===== config.mk =====
export PLATFORM = sky130hd
export DESIGN_NAME = coeff_block_writer
export DESIGN_NICKNAME = d
export VERILOG_FILES = /design/src/rtl/coeff_block_writer.sv
export SDC_FILE = /design/constraint.sdc
export NUM_CORES = 2
export LEC_CHECK = 0
export ABC_AREA = 1
export CAP_MARGIN = 20
export CORE_UTILIZATION = 68
export CTS_CLUSTER_SIZE = 14
export DETAILED_ROUTE_END_ITERATION = 10
export MAX_ROUTING_LAYER = met4
export PLACE_DENSITY_LB_ADDON = 0.1
export SLEW_MARGIN = 10
export SYNTH_ARGS = -nofsm -noshare
export SYNTH_HDL_FRONTEND = slang
export SYNTH_SLANG_ARGS = --single-unit
export TNS_END_PERCENT = 5

===== constraint.sdc =====
create_clock -name Clock -period 6.5 [get_ports Clock]
set_input_delay 1.3 -clock Clock [delete_from_list [all_inputs] [get_ports Clock]]
set_output_delay 1.3 -clock Clock [all_outputs]
set_load 0.01 [all_outputs]

===== src/rtl/coeff_block_writer.sv =====
// coeff_block_writer
//
// Accepts dequantized DCT coefficients one per handshake in zigzag order,
// reorders each 8x8 block into raster order inside a ping-pong pair of
// 64-word buffers, and drains every full buffer to the pre-IDCT SRAM
// region as 64 consecutive single-word writes. Blocks land in the layout
// the IDCT fetch reads back: all Y blocks, then U, then V.
//
// Ports
//   Clock            rising-edge clock
//   Reset            synchronous, active-high
//   Start            one-cycle pulse that begins a frame (ignored while Busy)
//   Coeff_data       signed coefficient, written to SRAM verbatim
//   Coeff_valid      Coeff_data is valid this cycle
//   Coeff_ready      a coefficient is accepted this cycle if Coeff_valid is high
//   SRAM_address     registered SRAM word address
//   SRAM_write_data  registered SRAM write data
//   SRAM_we_n        registered write enable, 0 = write
//   Busy             high from the cycle after Start until Done
//   Done             one-cycle pulse after the final write of the frame
module coeff_block_writer #(
  parameter logic [17:0] PREIDCT_BASE = 18'd76800,
  parameter int          Y_BLOCKS     = 1200,
  parameter int          UV_BLOCKS    = 600,
  parameter int          DATA_W       = 16
) (
  input  logic                     Clock,
  input  logic                     Reset,
  input  logic                     Start,
  input  logic signed [DATA_W-1:0] Coeff_data,
  input  logic                     Coeff_valid,
  output logic                     Coeff_ready,
  output logic [17:0]              SRAM_address,
  output logic [DATA_W-1:0]        SRAM_write_data,
  output logic                     SRAM_we_n,
  output logic                     Busy,
  output logic                     Done
);

  localparam logic [17:0] U_BASE     = PREIDCT_BASE + 18'(Y_BLOCKS * 64);
  localparam logic [17:0] V_BASE     = U_BASE + 18'(UV_BLOCKS * 64);
  localparam logic [11:0] Y_END      = 12'(Y_BLOCKS);
  localparam logic [11:0] U_END      = 12'(Y_BLOCKS + UV_BLOCKS);
  localparam logic [11:0] TOTAL_BLKS = 12'(Y_BLOCKS + 2 * UV_BLOCKS);

  typedef enum logic [1:0] {D_IDLE, D_PRIME, D_WRITE, D_DONE} drain_t;

  drain_t             state_q, state_d;
  logic [5:0]         k_q, k_d;
  logic               wsel_q, wsel_d, rsel_q, rsel_d;
  logic [1:0]         full_q, full_d;
  logic [11:0]        blocks_in_q, blocks_in_d, blocks_out_q, blocks_out_d;
  logic               busy_q, busy_d, done_q, done_d;
  logic [5:0]         idx_q, idx_d;
  logic [5:0]         bx_q, bx_d;
  logic [17:0]        row_base_q, row_base_d, blk_base_q, blk_base_d;
  logic               we_n_q, we_n_d;
  logic [17:0]        addr_q, addr_d;
  logic [DATA_W-1:0]  wdata_q, wdata_d;
  logic [11:0]        blk_nxt;
  logic               accept, y_plane;

  // Two 64-word buffers addressed as {buffer select, raster index}.
  logic signed [DATA_W-1:0] buf_mem [0:127];

  // Zigzag position -> raster index (row*8 + col).
  function automatic logic [5:0] zz_raster(input logic [5:0] k);
    logic [5:0] r;
    case (k)
      6'd0:  r = 6'd0;   6'd1:  r = 6'd1;   6'd2:  r = 6'd8;   6'd3:  r = 6'd16;
      6'd4:  r = 6'd9;   6'd5:  r = 6'd2;   6'd6:  r = 6'd3;   6'd7:  r = 6'd10;
      6'd8:  r = 6'd17;  6'd9:  r = 6'd24;  6'd10: r = 6'd32;  6'd11: r = 6'd25;
      6'd12: r = 6'd18;  6'd13: r = 6'd11;  6'd14: r = 6'd4;   6'd15: r = 6'd5;
      6'd16: r = 6'd12;  6'd17: r = 6'd19;  6'd18: r = 6'd26;  6'd19: r = 6'd33;
      6'd20: r = 6'd40;  6'd21: r = 6'd48;  6'd22: r = 6'd41;  6'd23: r = 6'd34;
      6'd24: r = 6'd27;  6'd25: r = 6'd20;  6'd26: r = 6'd13;  6'd27: r = 6'd6;
      6'd28: r = 6'd7;   6'd29: r = 6'd14;  6'd30: r = 6'd21;  6'd31: r = 6'd28;
      6'd32: r = 6'd35;  6'd33: r = 6'd42;  6'd34: r = 6'd49;  6'd35: r = 6'd56;
      6'd36: r = 6'd57;  6'd37: r = 6'd50;  6'd38: r = 6'd43;  6'd39: r = 6'd36;
      6'd40: r = 6'd29;  6'd41: r = 6'd22;  6'd42: r = 6'd15;  6'd43: r = 6'd23;
      6'd44: r = 6'd30;  6'd45: r = 6'd37;  6'd46: r = 6'd44;  6'd47: r = 6'd51;
      6'd48: r = 6'd58;  6'd49: r = 6'd59;  6'd50: r = 6'd52;  6'd51: r = 6'd45;
      6'd52: r = 6'd38;  6'd53: r = 6'd31;  6'd54: r = 6'd39;  6'd55: r = 6'd46;
      6'd56: r = 6'd53;  6'd57: r = 6'd60;  6'd58: r = 6'd61;  6'd59: r = 6'd54;
      6'd60: r = 6'd47;  6'd61: r = 6'd55;  6'd62: r = 6'd62;
      default: r = 6'd63;
    endcase
    return r;
  endfunction

  // Row offset inside a block: row*320 for luma, row*160 for chroma, as shifts.
  function automatic logic [17:0] row_offset(input logic [2:0] row, input logic y_pl);
    logic [17:0] r;
    r = {15'd0, row};
    return y_pl ? ((r << 8) + (r << 6)) : ((r << 7) + (r << 5));
  endfunction

  assign Coeff_ready     = busy_q && !full_q[wsel_q] && (blocks_in_q < TOTAL_BLKS);
  assign accept          = Coeff_valid && Coeff_ready;
  assign y_plane         = blocks_out_q < Y_END;
  assign SRAM_address    = addr_q;
  assign SRAM_write_data = wdata_q;
  assign SRAM_we_n       = we_n_q;
  assign Busy            = busy_q;
  assign Done            = done_q;

  always_ff @(posedge Clock) begin
    if (accept) buf_mem[{wsel_q, zz_raster(k_q)}] <= Coeff_data;
  end

  always_comb begin
    state_d      = state_q;
    k_d          = k_q;
    wsel_d       = wsel_q;
    rsel_d       = rsel_q;
    full_d       = full_q;
    blocks_in_d  = blocks_in_q;
    blocks_out_d = blocks_out_q;
    busy_d       = busy_q;
    done_d       = 1'b0;
    idx_d        = idx_q;
    bx_d         = bx_q;
    row_base_d   = row_base_q;
    blk_base_d   = blk_base_q;
    we_n_d       = 1'b1;
    addr_d       = addr_q;
    wdata_d      = wdata_q;
    blk_nxt      = blocks_out_q + 12'd1;

    // A new frame rewinds every counter; Start is only honoured when idle.
    if (Start && !busy_q) begin
      busy_d       = 1'b1;
      k_d          = 6'd0;
      wsel_d       = 1'b0;
      rsel_d       = 1'b0;
      full_d       = 2'b00;
      blocks_in_d  = 12'd0;
      blocks_out_d = 12'd0;
      bx_d         = 6'd0;
      row_base_d   = PREIDCT_BASE;
      blk_base_d   = PREIDCT_BASE;
      state_d      = D_IDLE;
    end

    if (accept) begin
      if (k_q == 6'd63) begin
        full_d[wsel_q] = 1'b1;
        wsel_d         = !wsel_q;
        k_d            = 6'd0;
        blocks_in_d    = blocks_in_q + 12'd1;
      end else begin
        k_d = k_q + 6'd1;
      end
    end

    case (state_q)
      D_IDLE: begin
        idx_d = 6'd0;
        if (full_q[rsel_q]) state_d = D_PRIME;
      end
      D_PRIME: begin
        idx_d   = 6'd1;
        state_d = D_WRITE;
      end
      D_WRITE: begin
        idx_d = idx_q + 6'd1;
        if (idx_q == 6'd63) begin
          // The set above targets wsel, which is never rsel while rsel is
          // full, so both bit updates survive in the same cycle.
          full_d[rsel_q] = 1'b0;
          rsel_d         = !rsel_q;
          blocks_out_d   = blk_nxt;
          if (blk_nxt == Y_END) begin
            bx_d       = 6'd0;
            row_base_d = U_BASE;
            blk_base_d = U_BASE;
          end else if (blk_nxt == U_END) begin
            bx_d       = 6'd0;
            row_base_d = V_BASE;
            blk_base_d = V_BASE;
          end else if (bx_q == (y_plane ? 6'd39 : 6'd19)) begin
            // Next block row: eight pixel rows further down the plane.
            bx_d       = 6'd0;
            row_base_d = row_base_q + (y_plane ? 18'd2560 : 18'd1280);
            blk_base_d = row_base_q + (y_plane ? 18'd2560 : 18'd1280);
          end else begin
            bx_d       = bx_q + 6'd1;
            blk_base_d = blk_base_q + 18'd8;
          end
          state_d = (blk_nxt == TOTAL_BLKS) ? D_DONE : D_IDLE;
        end
      end
      D_DONE: begin
        done_d  = 1'b1;
        busy_d  = 1'b0;
        state_d = D_IDLE;
      end
      default: state_d = D_IDLE;
    endcase

    // Buffer read of index idx_q lands directly in the output register.
    if (state_q == D_PRIME || state_q == D_WRITE) begin
      we_n_d  = 1'b0;
      addr_d  = blk_base_q + row_offset(idx_q[5:3], y_plane) + {15'd0, idx_q[2:0]};
      wdata_d = buf_mem[{rsel_q, idx_q}];
    end
  end

  always_ff @(posedge Clock) begin
    if (Reset) begin
      state_q      <= D_IDLE;
      k_q          <= 6'd0;
      wsel_q       <= 1'b0;
      rsel_q       <= 1'b0;
      full_q       <= 2'b00;
      blocks_in_q  <= 12'd0;
      blocks_out_q <= 12'd0;
      busy_q       <= 1'b0;
      done_q       <= 1'b0;
      idx_q        <= 6'd0;
      bx_q         <= 6'd0;
      row_base_q   <= PREIDCT_BASE;
      blk_base_q   <= PREIDCT_BASE;
      we_n_q       <= 1'b1;
      addr_q       <= 18'd0;
      wdata_q      <= '0;
    end else begin
      state_q      <= state_d;
      k_q          <= k_d;
      wsel_q       <= wsel_d;
      rsel_q       <= rsel_d;
      full_q       <= full_d;
      blocks_in_q  <= blocks_in_d;
      blocks_out_q <= blocks_out_d;
      busy_q       <= busy_d;
      done_q       <= done_d;
      idx_q        <= idx_d;
      bx_q         <= bx_d;
      row_base_q   <= row_base_d;
      blk_base_q   <= blk_base_d;
      we_n_q       <= we_n_d;
      addr_q       <= addr_d;
      wdata_q      <= wdata_d;
    end
  end

endmodule

==> impl_metrics.env <==
export IMPL_outcome="finished clean"
export IMPL_die_w_um=367
export IMPL_ys_seq_area_frac=0.709
export IMPL_cts_setup_buffers=0
export IMPL_hold_violations=0
export IMPL_syn_cell_area_um2=90400
export IMPL_r2r_start="idx_q[0]"
export IMPL_post_cts_resized=0
export IMPL_ctsHoldBuffers=0
export IMPL_grt_ovfl_total=0
export IMPL_cts_root_buf="clkbuf_16"
export IMPL_cpMaxStageDelayCell="buf_4"
export IMPL_tightest_slew_ps=1140
export IMPL_critical_path_peak_fanout=193
export IMPL_synth_avg_cell_area_um2=11.3
export IMPL_post_route_min_period_ps=4080
export IMPL_max_slew_margin=0.243
export IMPL_max_freq_mhz=245
export IMPL_finalSetupViolCount=0
export IMPL_layout_commonest_cell="edfxtp_1"
export IMPL_critical_path_top_delay_family="buffers and inverters"
export IMPL_clkTransAtPathRegs_ps=60
export IMPL_finalNetCount=8041
export IMPL_wl_per_cell_um=24.7
export IMPL_hpwl_um=137000
export IMPL_drc=0
export IMPL_synthCells=7996
export IMPL_endpoint_kind="flip-flop"
export IMPL_critical_path_cell_count=10
export IMPL_synth_seq_cells=2175
export IMPL_syn_nets=8056
export IMPL_drt_iter0_drc=9302
export IMPL_peakVddDrop_uv=295
export IMPL_worstPathRequired_ps=7240
export IMPL_grt_pass1_wl_um=366000
export IMPL_die_h_um=367
export IMPL_vias_per_cell=6.35
export IMPL_yosys_area_top_type="edfxtp_1"
export IMPL_dieArea_um2=134000
export IMPL_synth_area_leaders="edfxtp_1 68%, nand2_1 6.7%, nand3_1 6.0%"
export IMPL_htree_levels=4
export IMPL_layout_common_cells="2,048 x edfxtp_1, 1,611 x nand2_1, 1,158 x nor2_1"
export IMPL_clockBufferDepth=3
export IMPL_core_um2=132000
export IMPL_hp_class="flip-flop to flip-flop"
export IMPL_port_buffers=57
export IMPL_grt_max_degree=194
export IMPL_worst_r2r_setup_slack_ps=2420
export IMPL_final_util=0.753
export IMPL_initial_utilization=0.687
export IMPL_vias=63000
export IMPL_finalWirelength_um=245000
export IMPL_reg2regPathDepth=10
export IMPL_antenna_found_initial=6
export IMPL_crit_top_cell="nand3_1"
export IMPL_power_leakage_nw=34.8
export IMPL_fillers=8456
export IMPL_cts_buffers=207
export IMPL_skew_ps=30.0
export IMPL_syn2layout_area_growth_pct=9.65
export IMPL_r2r_end="SRAM_write_data[15]"
export IMPL_synth_top_area_frac=0.681
export IMPL_path_buf_inv=2
export IMPL_cts_tree="done"
export IMPL_cp_data_arrival_time_ps=4820
export IMPL_drive_above_1_share=0.0723
export IMPL_yosys_warnings=0
export IMPL_path_cells="buf_12 > buf_4 > o21ai_0 > o21ai_0 > nand3_1 > nand2_1 > nand2_1 > nand3_1 > nand3_1 > a21oi_1"
export IMPL_grt_usage=0.375
export IMPL_tns_ps=0
export IMPL_rows=133
export IMPL_startpoint="idx_q[0]"
export IMPL_antenna_left=0
export IMPL_clock_sinks=2175
export IMPL_period_share=0.627
export IMPL_gp_congestion=0.972
export IMPL_ios=58
export IMPL_dr_pass1_iters=7
export IMPL_grt_pass1_vias=59800
export IMPL_max_stage_delay_ps=860
export IMPL_power_density_nw_per_um2=291
export IMPL_crit_type="flip-flop to flip-flop"
export IMPL_maxCapViolCount=0
export IMPL_crit_end="SRAM_write_data[15]"
export IMPL_slew_viol_final=0
export IMPL_rsz0062_at_grt="false"
export IMPL_clk_latency_ps=840
export IMPL_critPathLaunchType="flip-flop"
export IMPL_synth_cell_types=47
[report_power, final]
group	leakage (nW)	total [W]	internal, W	switching [W]
Sequential	19.4	0.0155	0.0154	0.0000796
Combinational	12.2	0.00169	0.000434	0.00125
Clock	3.21	0.0117	0.00652	0.00514
[routing by layer]
layer	GRT usage	up-vias	routed length [µm]
met5	-	-	0
met2	0.563	4010	114000
met1	0.499	30200	90800
met4	0.181	0	12800
li1	-	28100	-
met3	0.0726	664	27600
[area by class of cell]
class | instances | area (µm²) | share of cell area
clock inverter | 132 | 1050 | 0.0106
timing repair buffer | 264 | 2240 | 0.0226
inverter | 240 | 926 | 0.00934
antenna | 6 | 15.0 | 0.000152
sequential | 2175 | 64100 | 0.646
tap | 1755 | 2200 | 0.0222
clock buffer | 255 | 5460 | 0.0551
multi-input combinational | 5093 | 23100 | 0.234
[how the worst min path moves through the flow]
stage,cells after the start,from,end
after global placement,2,SRAM_address[15],SRAM_address[15]
after CTS,2,SRAM_write_data[8],SRAM_write_data[8]
after floorplan,2,blocks_in_q[2],blocks_in_q[2]
after global routing,2,SRAM_write_data[8],SRAM_write_data[8]
final,2,SRAM_write_data[8],SRAM_write_data[8]
after detailed placement,2,SRAM_write_data[8],SRAM_write_data[8]
[synthesized netlist by cell type, drive strengths merged]
| master | instances |
|---|---|
| inv | 238 |
| ha | 38 |
| and2 | 1 |
| or2 | 5 |
| o21ai | 665 |
| clkinv | 2 |
| nand2 | 1633 |
| nor3b | 3 |
| dfxtp | 127 |
| a21oi | 205 |
| o21bai | 1 |
| nor2 | 1173 |
| nor3 | 20 |
| nand3b | 4 |
| a221oi | 3 |
| nand4 | 15 |
| a21o | 1 |
| a32o | 1 |
| o21a | 3 |
| edfxtp | 2048 |
| clkbuf | 204 |
| o31ai | 10 |
| a211oi | 5 |
| buf | 284 |
| xor2 | 19 |
| o22ai | 21 |
| a22oi | 1 |
| xnor2 | 6 |
| nand3 | 1096 |
| fa | 2 |
| o211ai | 159 |
| a31oi | 2 |
| a21boi | 1 |
[cells by family after synthesis]
| family | Yosys count | share of synthesized area |
|---|---|---|
| AND/OR/NAND/NOR | 3950 | 0.182 |
| flip-flops | 2175 | 0.709 |
| adder cells (fa/ha/maj) | 40 | 0.00570 |
| XOR/XNOR | 25 | 0.00242 |
| AO/OA/AOI/OAI | 1078 | 0.0655 |
| buffers and inverters | 728 | 0.0353 |
[flip-flops by register name, indices dropped and copies added, names as in the netlist, named ones only]
signal and flops:
buf_mem 2048, idx_q 6, SRAM_address 18, bx_q 6
state_q 2, Done 1, blocks_in_q 12, SRAM_we_n 1
wsel_q 1, SRAM_write_data 16, k_q 6, blocks_out_q 12
blk_base_q 18, Busy 1, rsel_q 1, full_q 2
row_base_q 18
[worst min-delay path: stages, from the launching register on]
cell and delay [ps]:
dfxtp_1 310, nand2_1 60, a21oi_1 60
[stage by stage]
step / cell area, µm² / total power (W) / setup slack [ps] / instances / hold slack, ps
6_report: 99100 / 0.0288 / 2420 / 9920 / 483
5_1_grt: 99100 / 0.0295 / 2260 / 9918 / 494
4_1_cts: 99100 / 0.0288 / 2550 / 9914 / 478
3_5_place_dp: 92600 / 0.0174 / 1830 / 9527 / 469
3_3_place_gp: 92600 / 0.0174 / 1900 / 9527 / 462
2_1_floorplan: 90400 / 0.0167 / 3210 / 7996 / 452
(Power assumes the default switching activity.)
